--- src/rtl/pitch_pkg.sv ---
// Shared pitch-period table: the oscillator's pitch lookup and the detector both read it,
// so the note encoder and decoder cannot drift apart.
package pitch_pkg;

  localparam int PERIOD_W = 19;
  localparam int DEG_W    = 4;
  localparam int NUM_DEG  = 16;

  typedef logic [DEG_W-1:0] degree_t;

  typedef enum logic [1:0] {
    ST_IDLE,
    ST_ARMED,
    ST_SEARCH,
    ST_QUALIFY
  } det_state_t;

  // Full periods in clk cycles, PERIOD_TABLE[d] = 2*(counter_top(d)+1); entry 0 unused
  localparam logic [PERIOD_W-1:0] PERIOD_TABLE [NUM_DEG] = '{
    19'd0,   19'd960, 19'd854, 19'd768, 19'd720, 19'd640, 19'd576, 19'd512,
    19'd480, 19'd426, 19'd384, 19'd360, 19'd320, 19'd288, 19'd256, 19'd240
  };

  function automatic logic [17:0] counter_top(input degree_t d);
    logic [PERIOD_W-1:0] half;
    half = PERIOD_TABLE[d] >> 1;
    return (d == '0) ? '0 : 18'(half - PERIOD_W'(1));
  endfunction

endpackage

--- src/rtl/tone_edge_sync.sv ---
// Two-flop synchroniser for the external tone pin plus a rising-edge pulse.
module tone_edge_sync (
  input  logic clk,
  input  logic rst,
  input  logic tone_in,
  output logic rise
);

  logic [2:0] sh;

  always_ff @(posedge clk or negedge rst) begin
    if (!rst) sh <= '0;
    else      sh <= {sh[1:0], tone_in};
  end

  assign rise = sh[1] & ~sh[2];

endmodule

--- src/rtl/pitch_detector.sv ---
// Recovers scale degree and gate from a square-wave tone by timing full periods and
// searching the shared period table, with lock debouncing and a change strobe.
module pitch_detector #(
  parameter int                  PERIOD_W   = pitch_pkg::PERIOD_W,
  parameter int                  TOL_SHIFT  = 5,
  parameter int                  LOCK_COUNT = 3,
  parameter logic [PERIOD_W-1:0] MAX_PERIOD = '1
) (
  input  logic                         clk,
  input  logic                         rst,
  input  logic                         tone_in,
  output logic [pitch_pkg::DEG_W-1:0]  scale_degree,
  output logic                         gate,
  output logic                         valid,
  output logic [PERIOD_W-1:0]          period
);

  import pitch_pkg::*;

  localparam int                  CNT_W      = $clog2(LOCK_COUNT + 1);
  localparam logic [CNT_W-1:0]    LOCK_V     = CNT_W'(LOCK_COUNT);
  localparam logic [PERIOD_W-1:0] TIMEOUT_AT = MAX_PERIOD - PERIOD_W'(1);

  logic                rise;
  logic [PERIOD_W-1:0] cnt;
  logic                timeout;
  det_state_t          state, state_nx;
  degree_t             idx, cand, last_cand, last_nx;
  logic [CNT_W-1:0]    match_cnt, mc_nx;
  logic                lock_now;
  logic [PERIOD_W:0]   ref_p, meas_p, diff, tol;
  logic                hit;

  tone_edge_sync u_sync (
    .clk     (clk),
    .rst     (rst),
    .tone_in (tone_in),
    .rise    (rise)
  );

  // Fires on the cycle the counter steps onto MAX_PERIOD, so silence is flagged once
  assign timeout = !rise && (cnt == TIMEOUT_AT);

  always_ff @(posedge clk or negedge rst) begin
    if (!rst)                   cnt <= '0;
    else if (rise)              cnt <= '0;
    else if (cnt != MAX_PERIOD) cnt <= cnt + PERIOD_W'(1);
  end

  always_comb begin
    ref_p  = (PERIOD_W+1)'(PERIOD_TABLE[idx]);
    meas_p = {1'b0, period};
    diff   = (meas_p >= ref_p) ? (meas_p - ref_p) : (ref_p - meas_p);
    tol    = ref_p >> TOL_SHIFT;
    hit    = (diff <= tol);
  end

  always_ff @(posedge clk or negedge rst) begin
    if (!rst) state <= ST_IDLE;
    else      state <= state_nx;
  end

  always_comb begin
    state_nx = state;
    case (state)
      ST_IDLE:    if (rise) state_nx = ST_ARMED;
      ST_ARMED:   if (rise) state_nx = ST_SEARCH;
      ST_SEARCH:  if (hit || idx == 4'd15) state_nx = ST_QUALIFY;
      ST_QUALIFY: state_nx = ST_ARMED;
      default:    state_nx = ST_IDLE;
    endcase
    if (timeout) state_nx = ST_IDLE;
  end

  always_comb begin
    mc_nx   = match_cnt;
    last_nx = last_cand;
    if (cand == last_cand && cand != '0) begin
      mc_nx = (match_cnt == LOCK_V) ? match_cnt : match_cnt + CNT_W'(1);
    end else begin
      last_nx = cand;
      mc_nx   = (cand != '0) ? CNT_W'(1) : '0;
    end
    lock_now = (mc_nx == LOCK_V) && (cand != scale_degree);
  end

  always_ff @(posedge clk or negedge rst) begin
    if (!rst) begin
      period       <= '0;
      idx          <= '0;
      cand         <= '0;
      last_cand    <= '0;
      match_cnt    <= '0;
      scale_degree <= '0;
      gate         <= 1'b0;
      valid        <= 1'b0;
    end else begin
      valid <= 1'b0;
      if (timeout) begin
        match_cnt <= '0;
        last_cand <= '0;
        if (gate) begin
          gate         <= 1'b0;
          scale_degree <= '0;
          valid        <= 1'b1;
        end
      end else begin
        case (state)
          ST_ARMED: begin
            if (rise) begin
              period <= cnt + PERIOD_W'(1);
              idx    <= 4'd1;
            end
          end
          ST_SEARCH: begin
            if (hit)              cand <= idx;
            else if (idx == 4'd15) cand <= '0;
            else                  idx  <= idx + 4'd1;
          end
          ST_QUALIFY: begin
            match_cnt <= mc_nx;
            last_cand <= last_nx;
            if (lock_now) begin
              scale_degree <= cand;
              gate         <= 1'b1;
              valid        <= 1'b1;
            end
          end
          default: ;
        endcase
      end
    end
  end

endmodule

--- config.mk ---
export PLATFORM = sky130hd
export DESIGN_NAME = pitch_detector
export DESIGN_NICKNAME = d
export VERILOG_FILES = /design/src/rtl/pitch_pkg.sv /design/src/rtl/tone_edge_sync.sv /design/src/rtl/pitch_detector.sv
export SDC_FILE = /design/constraint.sdc
export NUM_CORES = 1
export LEC_CHECK = 0
export CORE_MARGIN = 5
export CORE_UTILIZATION = 52
export DETAILED_ROUTE_END_ITERATION = 7
export GPL_TIMING_DRIVEN = 0
export HOLD_SLACK_MARGIN = 0.15
export PLACE_DENSITY = 0.78
export SLEW_MARGIN = 0
export SYNTH_ARGS = -nofsm -noshare
export SYNTH_HDL_FRONTEND = slang
export SYNTH_SLANG_ARGS = --single-unit
--- constraint.sdc ---
create_clock -name clk -period 12.3 [get_ports clk]
set_input_delay 1.845 -clock clk [delete_from_list [all_inputs] [get_ports clk]]
set_output_delay 1.845 -clock clk [all_outputs]
set_load 0.005 [all_outputs]
==> impl_metrics.tcl, run 1 <==
set metrics [dict create \
    cts_setup_buffers 0 \
    grt_pass1_vias 3824 \
    core_mm2 0.008636 \
    fin_ws_ns 6.176 \
    p_per_area_mw_per_mm2 187.2 \
    synth_area_mm2 0.004544 \
    ys_ff_latch 63 \
    synthXorXnorAreaFrac 0.07131 \
    start_util 0.5262 \
    synth_mux_area_frac 0.04708 \
    clock_latency_ns 0.33 \
    fin_nets 605 \
    worst_pin_slew_ns 0.6175 \
    ctsResizeCount 0 \
    dieWidth_um 103.5 \
    io_buffers 27 \
    post-place-ws_ns 6.204 \
    cap_violations 0 \
    cp_slowest_cell "nor4_4" \
    syn_nets 566 \
    dr.max_layer_used "met4" \
    routed_wl_um 10780 \
    drt-wirelength-per-cell_um 15.91 \
    slew_violations 0 \
    layout_commonest_cell "nand2_1" \
    path_cells "inv_1 > ha_1 > inv_1 > nor2_1 > nor2_1 > ha_1 > and3_1 > and4_1 > a21oi_2 > o21ai_2 > a311o_1 > o21ai_0 > xnor2_1 > ha_1 > a211oi_1 > nand2_1 > o21ai_0 > a221oi_1 > or4_4 > nor4_4 > or3_1 > mux2i_1" \
    rsz0062_at_grt "false" \
    reg2reg_depth 22 \
    yosys_warnings 0 \
    synth_top_family_by_area "compound AO/OA/AOI/OAI gates" \
    io_pins 28 \
    place_inst 662 \
    synthTopCellsByArea "dfrtp_1 35%, ha_1 9.6%, nand2_1 5.9%" \
    vias 3979 \
    finalClockSkew_ns 0.01048 \
    grt_overflow 0 \
    hold_depth 0 \
    worst_setup_path_start_kind "flop" \
    synth_edf_count 0 \
    drcViolationCount 0 \
    critical_path.max_fanout 10 \
    clockBufferDepth 2 \
    cts_sinks 63 \
    dr_wl_met2_um 5267 \
    reg2reg_from "idx[0]$_DFFE_PN0P_" \
    synth_compound_area_frac 0.1911 \
    ys_seq_area_frac 0.3469 \
    cellLeakagePower_nw 2.288 \
    grt_start_max_net_pins 43 \
    drt.antenna.violating_nets 0 \
    clk_pin_slew_ns 0.07 \
    die-area_mm2 0.01071 \
    synth_cell_types 58 \
    synthSimpleGateAreaFrac 0.1836 \
    area_growth_pct 14.15 \
    gp_congestion 0.9021 \
    hold_buffers 0 \
    drive_above_1_share 0.06667 \
    htreeDepth 3 \
    via_per_inst 5.869 \
    worstPathArrival_ns 6.38 \
    cp-end-kind "flop" \
    num_antenna_cells 0 \
    postSynthAreaPerCell_um2 8.639 \
    synth_fa_ha_area_frac 0.1052 \
    hold_class "reg2reg" \
    period_share 0.4979 \
    yosys.area.top_type_share 0.3469 \
    netlist_instances 526 \
    cts_tree "done" \
    max_slew_margin 0.5852 \
    drt_iter0_drc 246 \
    crit_required_ns 12.56 \
    critPathMaxStageDelay_ns 0.60 \
    period_needed_ns 6.124 \
    hold_viol 0 \
    clock-root-buffer "clkbuf_8" \
    final_cell_mix "71 x nand2_1, 63 x dfrtp_1, 44 x o21ai_0" \
    chipHeight_um 103.5 \
    antenna_found_initial 0 \
    track_usage 0.2174 \
    setup_tns_ns 0 \
    synthArstFlopShare 1.000 \
    status "finished, final reports clean" \
    fill_cells 741 \
    ir_drop_mv 0.1034 \
    path_class "reg2reg" \
    dr.pass1.iters 5 \
    cts_made_buffers 9 \
    final_cells 678 \
    rows 34 \
    dp_hpwl_um 8482 \
    crit_top_cell "ha_1" \
    wirelength_met1_um 4771 \
    worstHoldStart "u_sync.sh[0]$_DFF_PN0_" \
    setup_viol 0 \
    yosys.area.top_type "dfrtp_1" \
    setup.worst_path.start "idx[0]$_DFFE_PN0P_" \
    timing.fmax_mhz 163.3 \
    grt_pass1_wl_um 18370 \
    ys.flop_type "dfrtp_1" \
    dr_wl_met3_um 480 \
]
==> critical path, delay by kind of cell, from the launching register on <==
family / cells / cell delay [ns]
muxes: 1 / 0.20
buffers and inverters: 2 / 0.33
and+or+nand+nor: 8 / 2.37
adders and majority gates: 3 / 1.01
xor gates and xnor gates: 1 / 0.17
DFF: 1 / 0.57
AOI/OAI and AO/OA: 7 / 1.39
==> registers in the layout (all words and copies together) (netlist names) <==
| register | flops |
|---|---|
| cand | 4 |
| idx | 4 |
| match_cnt | 2 |
| state | 2 |
| gate | 1 |
| cnt | 19 |
| last_cand | 4 |
| period | 19 |
| u_sync.sh | 3 |
| scale_degree | 4 |
| valid | 1 |
==> metal layers <==
| layer | track usage | vias up |
|---|---|---|
| li1 | - | 1931 |
| met5 | 0 | - |
| met3 | 0.02817 | 22 |
| met1 | 0.2971 | 1918 |
| met2 | 0.3520 | 108 |
| met4 | 0.08367 | 0 |
==> cell type report <==
type	count	area, µm²	share of cell area
Timing Repair Buffer	28	285.3	0.05499
Inverter	38	142.6	0.02750
Multi-Input combinational cell	401	2719	0.5241
Buffer	24	106.4	0.02050
Clock buffer	11	141.4	0.02726
Tap cell	108	135.1	0.02605
Sequential cell	63	1577	0.3039
Clock inverter	5	81.33	0.01568
==> report_power, final <==
part           leakage [nW]  switching [mW]  internal, mW
logic                  1.39           0.280         0.221
clock network         0.110          0.0771         0.120
registers             0.784          0.0350         0.237
==> synth_stat cells, drive strengths merged (7+ instances only) <==
| library cell | count |
|---|---|
| a21o | 11 |
| a21oi | 38 |
| and3 | 7 |
| buf | 9 |
| clkbuf | 15 |
| dfrtp | 63 |
| ha | 35 |
| inv | 38 |
| mux2i | 18 |
| nand2 | 71 |
| nand3 | 15 |
| nand4 | 9 |
| nor2 | 31 |
| nor3 | 8 |
| o21ai | 45 |
| xnor2 | 19 |
| xor2 | 18 |
==> metrics by stage <==
step / cell area (µm²) / power, mW / hold WS (ns) / util
floorplan: 4544 / 0.6290 / 0.3312 / -
global placement: 4950 / 0.7491 / 0.3325 / 0.5732
detailed placement: 4965 / 0.7705 / 0.3451 / 0.5749
CTS: 5187 / 0.9707 / 0.3613 / 0.6007
global route: 5187 / 1.044 / 0.3634 / 0.6007
finish: 5187 / 0.9709 / 0.3585 / 0.6007
==> cells by family (layout without fill, tap and decap cells) <==
| logic type | Yosys count | after routing |
|---|---|---|
| xor gates and xnor gates | 37 | 37 |
| and+or+nand+nor | 173 | 173 |
| AOI/OAI and AO/OA | 133 | 133 |
| adders and majority gates | 37 | 37 |
| buffers and inverters | 62 | 106 |
| muxes | 21 | 21 |
| DFF | 63 | 63 |
==> final timing paths <==
path	slack [ns]	end
max in group asynchronous	10.23	period[9]$_DFFE_PN0P_
setup reg to reg	6.18	idx[2]$_DFFE_PN0P_
hold / removal	0.36	u_sync.sh[1]$_DFF_PN0_
min in group asynchronous	1.48	gate$_DFFE_PN0P_
hold reg to reg	0.36	u_sync.sh[1]$_DFF_PN0_
setup / recovery	6.18	idx[2]$_DFFE_PN0P_
(Power assumes the default switching activity.)
==> run 2, diff against run 1 <==
==> constraint.sdc (replaced) <==
create_clock -name clk -period 6.2 [get_ports clk]
set_input_delay 0.93 -clock clk [delete_from_list [all_inputs] [get_ports clk]]
set_output_delay 0.93 -clock clk [all_outputs]
set_load 0.005 [all_outputs]
==> impl_metrics.tcl, run 2 (synthesized netlist as in run 1, its figures left out) <==
set metrics [dict create \
    start_util 0.5262 \
    p_clk_frac 0.202 \
    cts_sinks 63 \
    fin_nets 608 \
    cts_tree "done" \
    critical_path.max_fanout 10 \
    clock_latency_ns 0.34 \
    slew_violations 0 \
    status "finished, final reports clean" \
    htreeDepth 3 \
    period_needed_ns 5.802 \
    num_antenna_cells 0 \
    core_mm2 0.008636 \
    seqPwrFrac 0.280 \
    period_share 0.9358 \
    layout_commonest_cell "nand2_1" \
    seqCellArea_mm2 0.001577 \
    die-area_mm2 0.01071 \
    worst_setup_path_start_kind "flop" \
    final_cell_mix "71 x nand2_1, 63 x dfrtp_1, 44 x o21ai_0" \
    drcViolationCount 0 \
    swShare 0.4053 \
    top_regs "cnt (19), period (19)" \
    multi_input_area_mm2 0.002721 \
    hold_depth 0 \
    worstHoldStart "u_sync.sh[0]$_DFF_PN0_" \
    setup_tns_ns 0 \
    antenna_found_initial 0 \
    timing.fmax_mhz 172.3 \
    drt-wirelength-per-cell_um 16.00 \
    grt_pass1_vias 3824 \
    setup_viol 0 \
    clock-root-buffer "clkbuf_8" \
    grt_pass1_wl_um 18370 \
    vias 4020 \
    area_growth_pct 14.70 \
    drt_iter0_drc 202 \
    cap_violations 0 \
    ir_drop_mv 0.2051 \
    post-place-ws_ns 0.1037 \
    drt.antenna.violating_nets 0 \
    gp_congestion 0.9021 \
    cellLeakagePower_nw 2.305 \
    dr_wl_met2_um 5317 \
    grt_overflow 0 \
    io_pins 28 \
    track_usage 0.2174 \
    wirelength_met1_um 4807 \
    clk_pin_slew_ns 0.07 \
    max_slew_margin 0.5733 \
    worst_pin_slew_ns 0.6352 \
    routed_wl_um 10900 \
    p_per_area_mw_per_mm2 371.0 \
    crit_required_ns 6.48 \
    drive_above_1_share 0.07330 \
    fill_cells 737 \
    rows 34 \
    hold_class "reg2reg" \
    finalClockSkew_ns 0.01087 \
    holdPathEnd "u_sync.sh[1]$_DFF_PN0_" \
    crit-reg2reg-capture "cand[1]$_DFFE_PN0P_" \
    dr.max_layer_used "met4" \
    power_frac_comb 0.518 \
    via_per_inst 5.903 \
    dr_wl_met3_um 501 \
    path_class "reg2reg" \
    grt_start_max_net_pins 43 \
    reg2reg_depth 22 \
    cts_made_buffers 9 \
    chipHeight_um 103.5 \
    r2r_slack_ns 0.40 \
    dieWidth_um 103.5 \
    dp_hpwl_um 8482 \
    fin_ws_ns 0.3978 \
    rsz0062_at_grt "false" \
    worstPathArrival_ns 6.08 \
    io_buffers 27 \
    clockBufferDepth 2 \
    reg2reg_from "idx[0]$_DFFE_PN0P_" \
    p_sw_mw 0.7837 \
    hold_viol 0 \
    dr.pass1.iters 5 \
    power.internal_mw 1.150 \
    cp-end-kind "flop" \
]
==> run 2: cell types whose count changed in the layout (fill, tap and decap cells not counted) <==
cell	previous run	this run
buf_4	1	4
nor2_1	31	30
nor2_2	0	1
==> run 2: power by group through the flow <==
stage | clock, mW | combinational [mW] | sequential, mW
4_1_cts | 0.399 | 0.986 | 0.540
3_5_place_dp | 0 | 0.981 | 0.548
3_3_place_gp | 0 | 0.942 | 0.544
2_1_floorplan | 0 | 0.715 | 0.533
6_report | 0.391 | 1.00 | 0.541
5_1_grt | 0.418 | 1.11 | 0.551
==> run 2: timing repair <==
item                                    4_1_cts  5_1_grt
endpoints found under the setup margin        0       10
buffers inserted                              0        3
hold buffers                                  0        0
resized for setup                             0        1
==> run 2: layer usage <==
metal,global-route usage,up-vias
li1,-,1931
met1,0.2971,1956
met2,0.3520,111
met3,0.02817,22
met4,0.08367,0
met5,0,-
==> run 2: metrics by stage <==
step | total power [mW] | cell area [µm²] | std cells | utilization | hold slack, ns
detailed placement | 1.529 | 4965 | 662 | 0.5749 | 0.3451
global placement | 1.486 | 4950 | 661 | 0.5732 | 0.3325
CTS | 1.926 | 5187 | 678 | 0.6007 | 0.3613
floorplan | 1.248 | 4544 | 526 | - | 0.3312
global route | 2.076 | 5213 | 681 | 0.6036 | 0.3634
finish | 1.934 | 5213 | 681 | 0.6036 | 0.3587
==> run 2: cell type report <==
cell class	count	share of cell area
Buffer	24	0.02040
Clock buffer	11	0.02712
Clock inverter	5	0.01560
Inverter	38	0.02736
Multi-Input combinational cell	401	0.5221
Sequential cell	63	0.3024
Tap cell	108	0.02592
Timing Repair Buffer	31	0.05905
==> run 2: worst max path at each step <==
stage | from | end | slack [ns]
after floorplan | idx[0]$_DFFE_PN0P_ | idx[2]$_DFFE_PN0P_ | 0.93
after global placement | idx[0]$_DFFE_PN0P_ | idx[2]$_DFFE_PN0P_ | 0.22
after detailed placement | idx[0]$_DFFE_PN0P_ | idx[2]$_DFFE_PN0P_ | 0.10
after CTS | idx[0]$_DFFE_PN0P_ | idx[2]$_DFFE_PN0P_ | 0.08
after global routing | idx[0]$_DFFE_PN0P_ | cand[1]$_DFFE_PN0P_ | 0.04
final | idx[0]$_DFFE_PN0P_ | cand[1]$_DFFE_PN0P_ | 0.40
==> run 2: critical path, cell delays in order, from the launching register on <==
cell and delay [ns]:
dfrtp_1 0.57, inv_1 0.23, ha_1 0.39, nor3_1 0.31, nor2_2 0.14, ha_1 0.32
and3_1 0.24, and4_1 0.24, a21oi_2 0.25, o21ai_2 0.23, a311o_1 0.37, o21ai_0 0.10
xnor2_1 0.17, ha_1 0.29, a211oi_1 0.30, nand2_1 0.07, o21ai_0 0.07, a221oi_1 0.07
or4_4 0.58, nor4_4 0.25, buf_4 0.22, mux2i_1 0.22, a21o_1 0.11
==> run 3, diff against run 2 <==
--- a/config.mk
+++ b/config.mk
@@ -5,6 +5,7 @@
 export SDC_FILE = /design/constraint.sdc
 export NUM_CORES = 1
 export LEC_CHECK = 0
+export CAP_MARGIN = 20
 export CORE_MARGIN = 5
 export CORE_UTILIZATION = 52
 export DETAILED_ROUTE_END_ITERATION = 7
==> impl_metrics.tcl, run 3 (synthesized netlist as in run 1, its figures left out) <==
set metrics [dict create \
    status "finished, final reports clean" \
    vias 3989 \
    via_per_inst 5.858 \
    worstPathArrival_ns 6.07 \
    drt-wirelength-per-cell_um 15.69 \
    timing.fmax_mhz 172.8 \
    cellLeakagePower_nw 2.301 \
    cts_tree "done" \
    cts_sinks 63 \
    path_class "reg2reg" \
    setup_tns_ns 0 \
    max_slew_margin 0.5856 \
    place_inst 662 \
    rows 34 \
    fin_ws_ns 0.4146 \
    htreeDepth 3 \
    dp_hpwl_um 8451 \
    clockBufferDepth 2 \
    grt_start_max_net_pins 43 \
    layout_commonest_cell "nand2_1" \
    hold_viol 0 \
    worstHoldStart "u_sync.sh[0]$_DFF_PN0_" \
    cts_made_buffers 9 \
    num_antenna_cells 0 \
    setup_viol 0 \
    p_total_mw 1.897 \
    cap_violations 0 \
    power.internal_mw 1.119 \
    setup.worst_path.start "idx[0]$_DFFE_PN0P_" \
    chipHeight_um 103.5 \
    cp-end-kind "flop" \
    drive_above_1_share 0.07504 \
    core_mm2 0.008636 \
    ir_drop_mv 0.2220 \
    start_util 0.5262 \
    finalCoreUtilization 0.6019 \
    swShare 0.4099 \
    worst_pin_slew_ns 0.6169 \
    post-place-ws_ns 0.1136 \
    period_needed_ns 5.785 \
    clk_pin_slew_ns 0.07 \
    gp_congestion 0.9021 \
    reg2reg_from "idx[0]$_DFFE_PN0P_" \
    clock-root-buffer "clkbuf_8" \
    io_pins 28 \
    p_per_area_mw_per_mm2 364.9 \
    placed_area_mm2 0.004965 \
    final_cell_mix "71 x nand2_1, 63 x dfrtp_1, 44 x o21ai_0" \
    io_buffers 27 \
    clock_latency_ns 0.34 \
    stdcell_area_mm2 0.005197 \
    hold_class "reg2reg" \
    die-area_mm2 0.01071 \
    grt_pass1_vias 3750 \
    final_cells 681 \
    power_frac_comb 0.527 \
    drt.antenna.violating_nets 0 \
    dieWidth_um 103.5 \
    slew_violations 0 \
    top_regs "cnt (19), period (19)" \
    drt_iter0_drc 212 \
    dr.pass1.iters 5 \
    drcViolationCount 0 \
    worst_setup_path_start_kind "flop" \
    rsz0062_at_grt "false" \
    antenna_found_initial 0 \
    finalClockSkew_ns 0.01289 \
    fin_nets 608 \
    grt_pass1_wl_um 17990 \
    p_sw_mw 0.7775 \
    holdWs_ns 0.3559 \
    grt_overflow 0 \
    track_usage 0.2125 \
    crit_required_ns 6.48 \
    seqPwrFrac 0.285 \
    critical_path.max_fanout 10 \
    routed_wl_um 10680 \
    p_clk_frac 0.189 \
    period_share 0.9331 \
    area_growth_pct 14.37 \
]
## run 3: worst paths after layout
path                                               end  slack (ns)  cells after the start
min                             u_sync.sh[1]$_DFF_PN0_        0.36                      0
min in group asynchronous  scale_degree[0]$_DFFE_PN0P_        0.56                      1
max                                cand[1]$_DFFE_PN0P_        0.41                     22
max in group asynchronous        period[9]$_DFFE_PN0P_        5.05                      2
max reg2reg                        cand[1]$_DFFE_PN0P_        0.41                     22
min reg2reg                     u_sync.sh[1]$_DFF_PN0_        0.36                      0
## run 3: metal layers
layer	up-vias	share of wire	wire length [µm]	track usage
met5	-	0	0	0
met1	1918	0.44	4713	0.2865
li1	1926	-	-	-
met2	117	0.48	5135	0.3426
met3	28	0.043	461	0.02414
met4	0	0.035	372	0.09861
## run 3: final cells by class
cell class | count | area [µm²]
sequential | 63 | 1577
buffer | 24 | 106.4
clock inverter | 5 | 56.30
inverter | 38 | 142.6
fill | 747 | 3438
multi-input combinational | 401 | 2721
tap | 108 | 135.1
timing repair buffer | 31 | 307.8
clock buffer | 11 | 151.4
## run 3: power groups by stage
stage | Sequential (mW) | Combinational [mW] | Clock, mW
finish | 0.540 | 0.999 | 0.358
global route | 0.550 | 1.11 | 0.385
CTS | 0.540 | 0.985 | 0.368
detailed placement | 0.547 | 0.978 | 0
global placement | 0.544 | 0.942 | 0
floorplan | 0.533 | 0.715 | 0
## run 3: worst max-delay path: stages, from the launching register on
cell and delay (ns):
dfrtp_1 0.56, inv_1 0.23, ha_1 0.38, nor3_1 0.31, nor2_2 0.14, ha_1 0.32
and3_1 0.24, and4_1 0.24, a21oi_2 0.24, o21ai_2 0.23, a311o_1 0.37, o21ai_0 0.09
xnor2_1 0.16, ha_1 0.29, a211oi_1 0.33, nand2_1 0.08, o21ai_0 0.08, a221oi_1 0.07
or4_4 0.59, nor4_4 0.24, buf_4 0.22, mux2i_1 0.21, a21o_1 0.11
## run 3: what timing repair did
action / CTS / global route
hold buffers: 0 / 0
setup buffers: 0 / 3
resized for setup: 0 / 1
hold endpoints to repair: 0 / 0
setup endpoints to repair: 0 / 10
